$ cat src/rtl/cfu_share_arbiter.sv
// cfu_share_arbiter: round-robin sharing of one single-outstanding CFU between NREQ requesters
//
// Ports:
//   clk, reset              clock; synchronous active-high reset
//   req_cmd_*               per-requester command channel (valid/ready, packed payloads)
//   req_rsp_*               per-requester response channel; data bus shared, qualified by valid
//   cfu_cmd_*               registered command toward the CFU
//   cfu_rsp_*               response from the CFU
//   timeout_err             one-cycle pulse when the response watchdog expires
//
// Optional feature: define CFU_ARB_WATCHDOG_EN to enable the WAIT_RSP watchdog
// (TIMEOUT_CYCLES), the stale-response drain and timeout_err; otherwise timeout_err is 0.
module cfu_share_arbiter #(
   parameter int NREQ           = 2,
   parameter int TIMEOUT_CYCLES = 255
) (
   input  logic               clk,
   input  logic               reset,
   input  logic [NREQ-1:0]    req_cmd_valid,
   output logic [NREQ-1:0]    req_cmd_ready,
   input  logic [NREQ*10-1:0] req_cmd_function_id,
   input  logic [NREQ*32-1:0] req_cmd_inputs_0,
   input  logic [NREQ*32-1:0] req_cmd_inputs_1,
   output logic [NREQ-1:0]    req_rsp_valid,
   input  logic [NREQ-1:0]    req_rsp_ready,
   output logic [31:0]        req_rsp_outputs_0,
   output logic               cfu_cmd_valid,
   input  logic               cfu_cmd_ready,
   output logic [9:0]         cfu_cmd_function_id,
   output logic [31:0]        cfu_cmd_inputs_0,
   output logic [31:0]        cfu_cmd_inputs_1,
   input  logic               cfu_rsp_valid,
   output logic               cfu_rsp_ready,
   input  logic [31:0]        cfu_rsp_outputs_0,
   output logic               timeout_err
);
   localparam int PW = $clog2(NREQ);
   typedef enum logic [1:0] {IDLE, ISSUE, WAIT_RSP, RETURN} state_t;
   state_t state_q, state_d;
   logic [PW-1:0] rr_q, rr_d, grant_q, grant_d, pick, idx;
   logic [9:0] fid_q, fid_d;
   logic [31:0] in0_q, in0_d, in1_q, in1_d, res_q, res_d;
   logic found, stale, can_accept;
`ifdef CFU_ARB_WATCHDOG_EN
   logic stale_q, stale_d, terr_q, terr_d;
   logic [7:0] wd_q, wd_d;
   assign stale       = stale_q;
   assign timeout_err = terr_q;
`else
   assign stale       = 1'b0;
   assign timeout_err = 1'b0;
`endif
   // Lowest offset from rr_q wins, so scan offsets downward and let later hits override.
   always_comb begin
      pick  = rr_q;
      idx   = rr_q;
      found = 1'b0;
      for (int k = NREQ - 1; k >= 0; k--) begin
         idx = PW'((int'(rr_q) + k) % NREQ);
         if (req_cmd_valid[idx]) begin
            pick  = idx;
            found = 1'b1;
         end
      end
   end
   assign can_accept          = (state_q == IDLE) && !stale && found;
   assign req_cmd_ready       = can_accept ? (NREQ'(1) << pick) : '0;
   assign req_rsp_valid       = (state_q == RETURN) ? (NREQ'(1) << grant_q) : '0;
   assign req_rsp_outputs_0   = res_q;
   assign cfu_cmd_valid       = (state_q == ISSUE);
   assign cfu_cmd_function_id = fid_q;
   assign cfu_cmd_inputs_0    = in0_q;
   assign cfu_cmd_inputs_1    = in1_q;
   // A stale arbiter keeps draining the CFU so the late response cannot be mistaken for a new one.
   assign cfu_rsp_ready       = (state_q == WAIT_RSP) || stale;
   always_comb begin
      state_d = state_q;
      rr_d    = rr_q;
      grant_d = grant_q;
      fid_d   = fid_q;
      in0_d   = in0_q;
      in1_d   = in1_q;
      res_d   = res_q;
`ifdef CFU_ARB_WATCHDOG_EN
      stale_d = stale_q && !cfu_rsp_valid;
      terr_d  = 1'b0;
      wd_d    = wd_q;
`endif
      case (state_q)
         IDLE: if (can_accept) begin
            grant_d = pick;
            fid_d   = req_cmd_function_id[int'(pick)*10 +: 10];
            in0_d   = req_cmd_inputs_0[int'(pick)*32 +: 32];
            in1_d   = req_cmd_inputs_1[int'(pick)*32 +: 32];
            state_d = ISSUE;
         end
         ISSUE: if (cfu_cmd_ready) begin
            state_d = WAIT_RSP;
`ifdef CFU_ARB_WATCHDOG_EN
            wd_d    = '0;
`endif
         end
         WAIT_RSP: if (cfu_rsp_valid) begin
            res_d   = cfu_rsp_outputs_0;
            state_d = RETURN;
         end
`ifdef CFU_ARB_WATCHDOG_EN
         else if (wd_q == 8'(TIMEOUT_CYCLES - 1)) begin
            res_d   = 32'hDEAD_BEEF;
            terr_d  = 1'b1;
            stale_d = 1'b1;
            state_d = RETURN;
         end else begin
            wd_d    = wd_q + 8'd1;
         end
`endif
         RETURN: if (req_rsp_ready[grant_q]) begin
            state_d = IDLE;
            rr_d    = (grant_q == PW'(NREQ - 1)) ? '0 : grant_q + PW'(1);
         end
         default: state_d = IDLE;
      endcase
   end
   always_ff @(posedge clk) begin
      if (reset) begin
         state_q <= IDLE;
         rr_q    <= '0;
         grant_q <= '0;
         fid_q   <= '0;
         in0_q   <= '0;
         in1_q   <= '0;
         res_q   <= '0;
`ifdef CFU_ARB_WATCHDOG_EN
         stale_q <= 1'b0;
         terr_q  <= 1'b0;
         wd_q    <= '0;
`endif
      end else begin
         state_q <= state_d;
         rr_q    <= rr_d;
         grant_q <= grant_d;
         fid_q   <= fid_d;
         in0_q   <= in0_d;
         in1_q   <= in1_d;
         res_q   <= res_d;
`ifdef CFU_ARB_WATCHDOG_EN
         stale_q <= stale_d;
         terr_q  <= terr_d;
         wd_q    <= wd_d;
`endif
      end
   end
endmodule

$ cat config.mk
export PLATFORM = sky130hd
export DESIGN_NAME = cfu_share_arbiter
export DESIGN_NICKNAME = d
export VERILOG_FILES = /design/src/rtl/cfu_share_arbiter.sv
export SDC_FILE = /design/constraint.sdc
export NUM_CORES = 1
export LEC_CHECK = 0
export BUFFER_PORTS_ARGS = -buffer_cell sky130_fd_sc_hd__buf_2
export CAP_MARGIN = 15
export CORE_AREA = 2 2 118 120
export CTS_CLUSTER_DIAMETER = 150
export DETAILED_ROUTE_END_ITERATION = 10
export DIE_AREA = 0 0 120 122
export PLACE_DENSITY = 0.67
export SETUP_SLACK_MARGIN = 0.02
export SLEW_MARGIN = 30
export SYNTH_ARGS = -nofsm -noshare
export SYNTH_HDL_FRONTEND = slang
export SYNTH_SLANG_ARGS = --single-unit
$ cat constraint.sdc
create_clock -name clk -period 1.5 [get_ports clk]
set_clock_uncertainty 0.15 [all_clocks]
set_input_delay 0.075 -clock clk [delete_from_list [all_inputs] [get_ports clk]]
set_output_delay 0.075 -clock clk [all_outputs]
set_load 0.1 [all_outputs]
==> impl_table.tex <==
\begin{tabular}{lr}
\hline
Metric & Value \\
\hline
\multicolumn{2}{l}{\textbf{Drt}} \\
Average via count per standard cell & 5.86 \\
Wire length reported by the detailed router & 29.4 mm \\
Number of nets still failing antenna checks after routing & 0 \\
Number of vias after detailed routing & 6,691 \\
Final routed wire length divided by cell count & 25.7 um \\
1st-pass router iterations & 5 \\
Detailed router's first-iteration violation count & 654 \\
Post-route DRC & 0 \\
\multicolumn{2}{l}{\textbf{Flow run}} \\
Number of maximum-capacitance violations & 0 \\
\multicolumn{2}{l}{\textbf{Hold path}} \\
Instance count along the most critical hold path & 3 \\
Worst Hold End & grant\_q \\
Beginning of the worst hold path & req\_cmd\_valid[1] \\
HP Class & in2reg \\
\multicolumn{2}{l}{\textbf{Synthesis}} \\
Share of the synthesized area in the top cell type & 0.499 \\
Combined area of all synthesized cells & 4410 um\^{}2 \\
Post-synthesis sequential element count & 110 \\
Seq/Total Area, Yosys & 0.499 \\
Post-synth net total & 635 \\
Proportion of synthesized flip-flops having asynchronous set or reset & 0 \\
Cell taking the most area after synthesis & sky130\_fd\_sc\_hd\_\_dfxtp\_1 \\
Average cell area after synthesis & 9.96 um\^{}2 \\
Synthesized instance count & 443 \\
Synthesis warning total & 0 \\
Number of enable-type register cells in the synthesized netlist & 0 \\
Ys flop type & sky130\_fd\_sc\_hd\_\_dfxtp\_1 \\
Cell types occupying the most area after synthesis & sky130\_fd\_sc\_hd\_\_dfxtp\_1 (50\%), sky130\_fd\_sc\_hd\_\_a32oi\_1 (15\%), sky130\_fd\_sc\_hd\_\_o2bb2ai\_1 (15\%) \\
Distinct cell type count of the synthesized netlist & 24 \\
\multicolumn{2}{l}{\textbf{Cells and area}} \\
Storage cell area & 2210 um\^{}2 \\
Layout cells sized above 1 & 0.611 \\
Synth-to-layout area growth & 146\% \\
Number of nets in the final layout & 1,146 \\
Area of combinational cells with multiple inputs & 3420 um\^{}2 \\
Final std cell area, no fill & 10,800 um\^{}2 \\
Fill count & 710 \\
\multicolumn{2}{l}{\textbf{Worst setup path}} \\
Worst path slowest cell & sky130\_fd\_sc\_hd\_\_a2111oi\_4 \\
Startpoint Class & register \\
Critical path start-end classification & reg2reg \\
Crit Reg-Reg Startpoint & state\_q[1] \\
Internal reg-to-reg setup slack & -0.18 ns \\
Cells traversed along the worst timing path & inv\_4 > ha\_4 > nor3b\_4 > a2111oi\_4 > mux2i\_1 \\
Critical path's largest stage delay & 0.41 ns \\
Cells on worst reg2reg path & 5 \\
Reg2Reg Capture Point & state\_q[1] \\
Critical path peak fanout & 4 \\
Kind of capture point of the worst setup path & register \\
Required @ worst endpoint & 1.60 ns \\
CP arrival & 1.79 ns \\
\multicolumn{2}{l}{\textbf{Placement}} \\
Detailed Place HPWL & 10.6 mm \\
Count of port buffers added during placement & 299 \\
Pre-CTS WS & -0.122 ns \\
Gpl congestion & 0.770 \\
Post-placement cell area & 6320 um\^{}2 \\
\multicolumn{2}{l}{\textbf{Run status}} \\
Violations in the final reports & setup timing \\
Result of the run & complete, but fails checks \\
\multicolumn{2}{l}{\textbf{Floorplanning}} \\
Starting density of the core & 0.327 \\
Count of standard-cell rows & 43 \\
Core box area & 13,500 um\^{}2 \\
DIE AREA & 14,600 um\^{}2 \\
Die height & 122 um \\
Horiz. Die Dim & 120 um \\
Count of boundary I/O pins & 301 \\
\multicolumn{2}{l}{\textbf{Clocking}} \\
Clk sinks & 110 \\
Root Driver & sky130\_fd\_sc\_hd\_\_clkbuf\_16 \\
Clock edge transition at the registers on the reported setup and hold paths & 0.07 ns \\
H-tree levels & 3 \\
TritonCTS clock tree & done \\
Clock tree buffer depth & 2 \\
Source-to-sink clock delay at the later pin of the worst-skew pair & 0.34 ns \\
CTS Buf Count & 9 \\
\multicolumn{2}{l}{\textbf{GRT}} \\
Vias in the first global route & 6,558 \\
Overflow after GRT & 0 \\
Antenna violations before repair & 3 \\
Maximum number of pins on one net before global-route repair & 41 \\
GRT Overall Usage & 0.316 \\
First-pass GRT wire length & 35.7 mm \\
\multicolumn{2}{l}{\textbf{Timing}} \\
Fin Hold WS & 0.0318 ns \\
Part of the cycle the worst path needs & 1.12 \\
Headroom to the max-slew limit & 0.605 \\
Post-layout min period & 1.68 ns \\
Fmax & 594 MHz \\
Worst-margin pin slew & 0.593 ns \\
Setup slack of the critical path after layout & -0.185 ns \\
Final-report hold violation count & 0 \\
Setup repair after global routing missed its margin & true \\
Pins Over Slew Limit & 0 \\
Number of setup violations in the final report & 93 \\
\multicolumn{2}{l}{\textbf{Pwr}} \\
Cell Pwr Density & 1680 nW/um\^{}2 \\
Peak supply drop & 0.000841 V \\
Total leakage power & 4.62 nW \\
\hline
\end{tabular}
flip-flops by register name, summed over array words and instances, names as in the netlist:
signal	cells
cfu_cmd_inputs_0	32
state_q	2
grant_q	1
rr_q	1
cfu_cmd_function_id	10
cfu_cmd_inputs_1	32
req_rsp_outputs_0	32
critical path: cells and delay by family, from the launching register on:
kind / cells / cell delay (ns)
AOI/OAI and AO/OA: 1 / 0.41
DFF: 1 / 0.37
muxes: 1 / 0.29
adders and majority gates: 1 / 0.16
and+or+nand+nor: 1 / 0.15
buffers and inverters: 1 / 0.05
metal layers:
| metal | global-route usage | part of all wire | up-vias |
|---|---|---|---|
| li1 | - | - | 2751 |
| met1 | 0.344 | 0.33 | 3139 |
| met2 | 0.543 | 0.50 | 598 |
| met3 | 0.0904 | 0.099 | 203 |
| met4 | 0.193 | 0.074 | 0 |
| met5 | 0 | 0 | - |
final cells by class:
class / instances / share of cell area
multi-input cells: 278 / 0.316
flip-flops and latches: 110 / 0.204
well taps: 180 / 0.0208
inverters: 2 / 0.00115
diodes: 3 / 0.000692
clock buffers: 14 / 0.0253
clock inverters: 2 / 0.00358
repair buffers: 553 / 0.429
where the power goes:
part	internal, mW	switching [mW]	leakage (nW)	total, mW
clock	1.44	1.13	0.153	2.57
sequential	3.61	0.662	0.903	4.27
combinational	3.44	7.94	3.56	11.4
total	8.49	9.73	4.62	18.2
kinds of logic (layout without fill, tap and decap cells):
| logic type | count (synthesis) | after routing | synth area share |
|---|---|---|---|
| DFF | 110 | 110 | 0.499 |
| buffers and inverters | 55 | 571 | 0.0567 |
| other | 1 | 4 | 0.000850 |
| AOI/OAI and AO/OA | 187 | 187 | 0.347 |
| muxes | 3 | 3 | 0.00680 |
| and+or+nand+nor | 83 | 83 | 0.0782 |
| adders and majority gates | 4 | 4 | 0.0113 |
metrics by stage:
step                      cells   util  TNS [ns]  power [mW]
after global routing       1142  0.803     -9.41        18.6
after CTS                  1124  0.702     -5.58        16.5
final                      1142  0.803     -5.09        18.2
after floorplan             443      -     -1.39        10.4
after global placement      890  0.468   -0.0244        11.9
after detailed placement    890  0.468    -0.244        12.1
cells in the final DEF (no fill, tap or decap), types with 5 or more instances in the layout:
master	instances
sky130_fd_sc_hd__a32oi_1	47
sky130_fd_sc_hd__dfxtp_1	107
sky130_fd_sc_hd__buf_16	10
sky130_fd_sc_hd__clkbuf_16	19
sky130_fd_sc_hd__nand2_4	23
sky130_fd_sc_hd__buf_12	22
sky130_fd_sc_hd__o2bb2ai_2	54
sky130_fd_sc_hd__a21oi_2	28
sky130_fd_sc_hd__nand2_1	15
sky130_fd_sc_hd__buf_4	13
sky130_fd_sc_hd__nand2_2	28
sky130_fd_sc_hd__o2bb2ai_4	20
sky130_fd_sc_hd__buf_6	16
sky130_fd_sc_hd__a32oi_4	5
sky130_fd_sc_hd__buf_2	290
sky130_fd_sc_hd__dlygate4sd3_1	184
sky130_fd_sc_hd__a32oi_2	23
sky130_fd_sc_hd__a21oi_1	5
worst max-delay path by stage:
stage | cells past startpoint | slack (ns) | from | to
after global placement | 5 | -0.01 | state_q[0] | state_q[0]
after detailed placement | 5 | -0.12 | state_q[0] | state_q[1]
after CTS | 5 | -0.15 | state_q[1] | req_rsp_valid[0]
final | 5 | -0.18 | state_q[1] | state_q[1]
after floorplan | 5 | -0.08 | state_q[1] | state_q[1]
after global routing | 5 | -0.26 | state_q[0] | state_q[1]
synthesized netlist by cell type (4+ instances only):
library cell,number
sky130_fd_sc_hd__buf_1,4
sky130_fd_sc_hd__buf_2,26
sky130_fd_sc_hd__a32oi_1,75
sky130_fd_sc_hd__nand2b_1,5
sky130_fd_sc_hd__nand2_1,67
sky130_fd_sc_hd__o2bb2ai_1,74
sky130_fd_sc_hd__a21oi_1,33
sky130_fd_sc_hd__dfxtp_1,110
sky130_fd_sc_hd__ha_1,4
sky130_fd_sc_hd__clkbuf_1,20
repair_timing:
item	4_1_cts	5_1_grt
pin swaps	16	63
setup endpoints to repair	57	116
cloned	14	16
hold endpoints to repair	108	0
setup buffers	20	4
resized for setup	79	215
hold buffers	184	0
(Power assumes the default switching activity.)
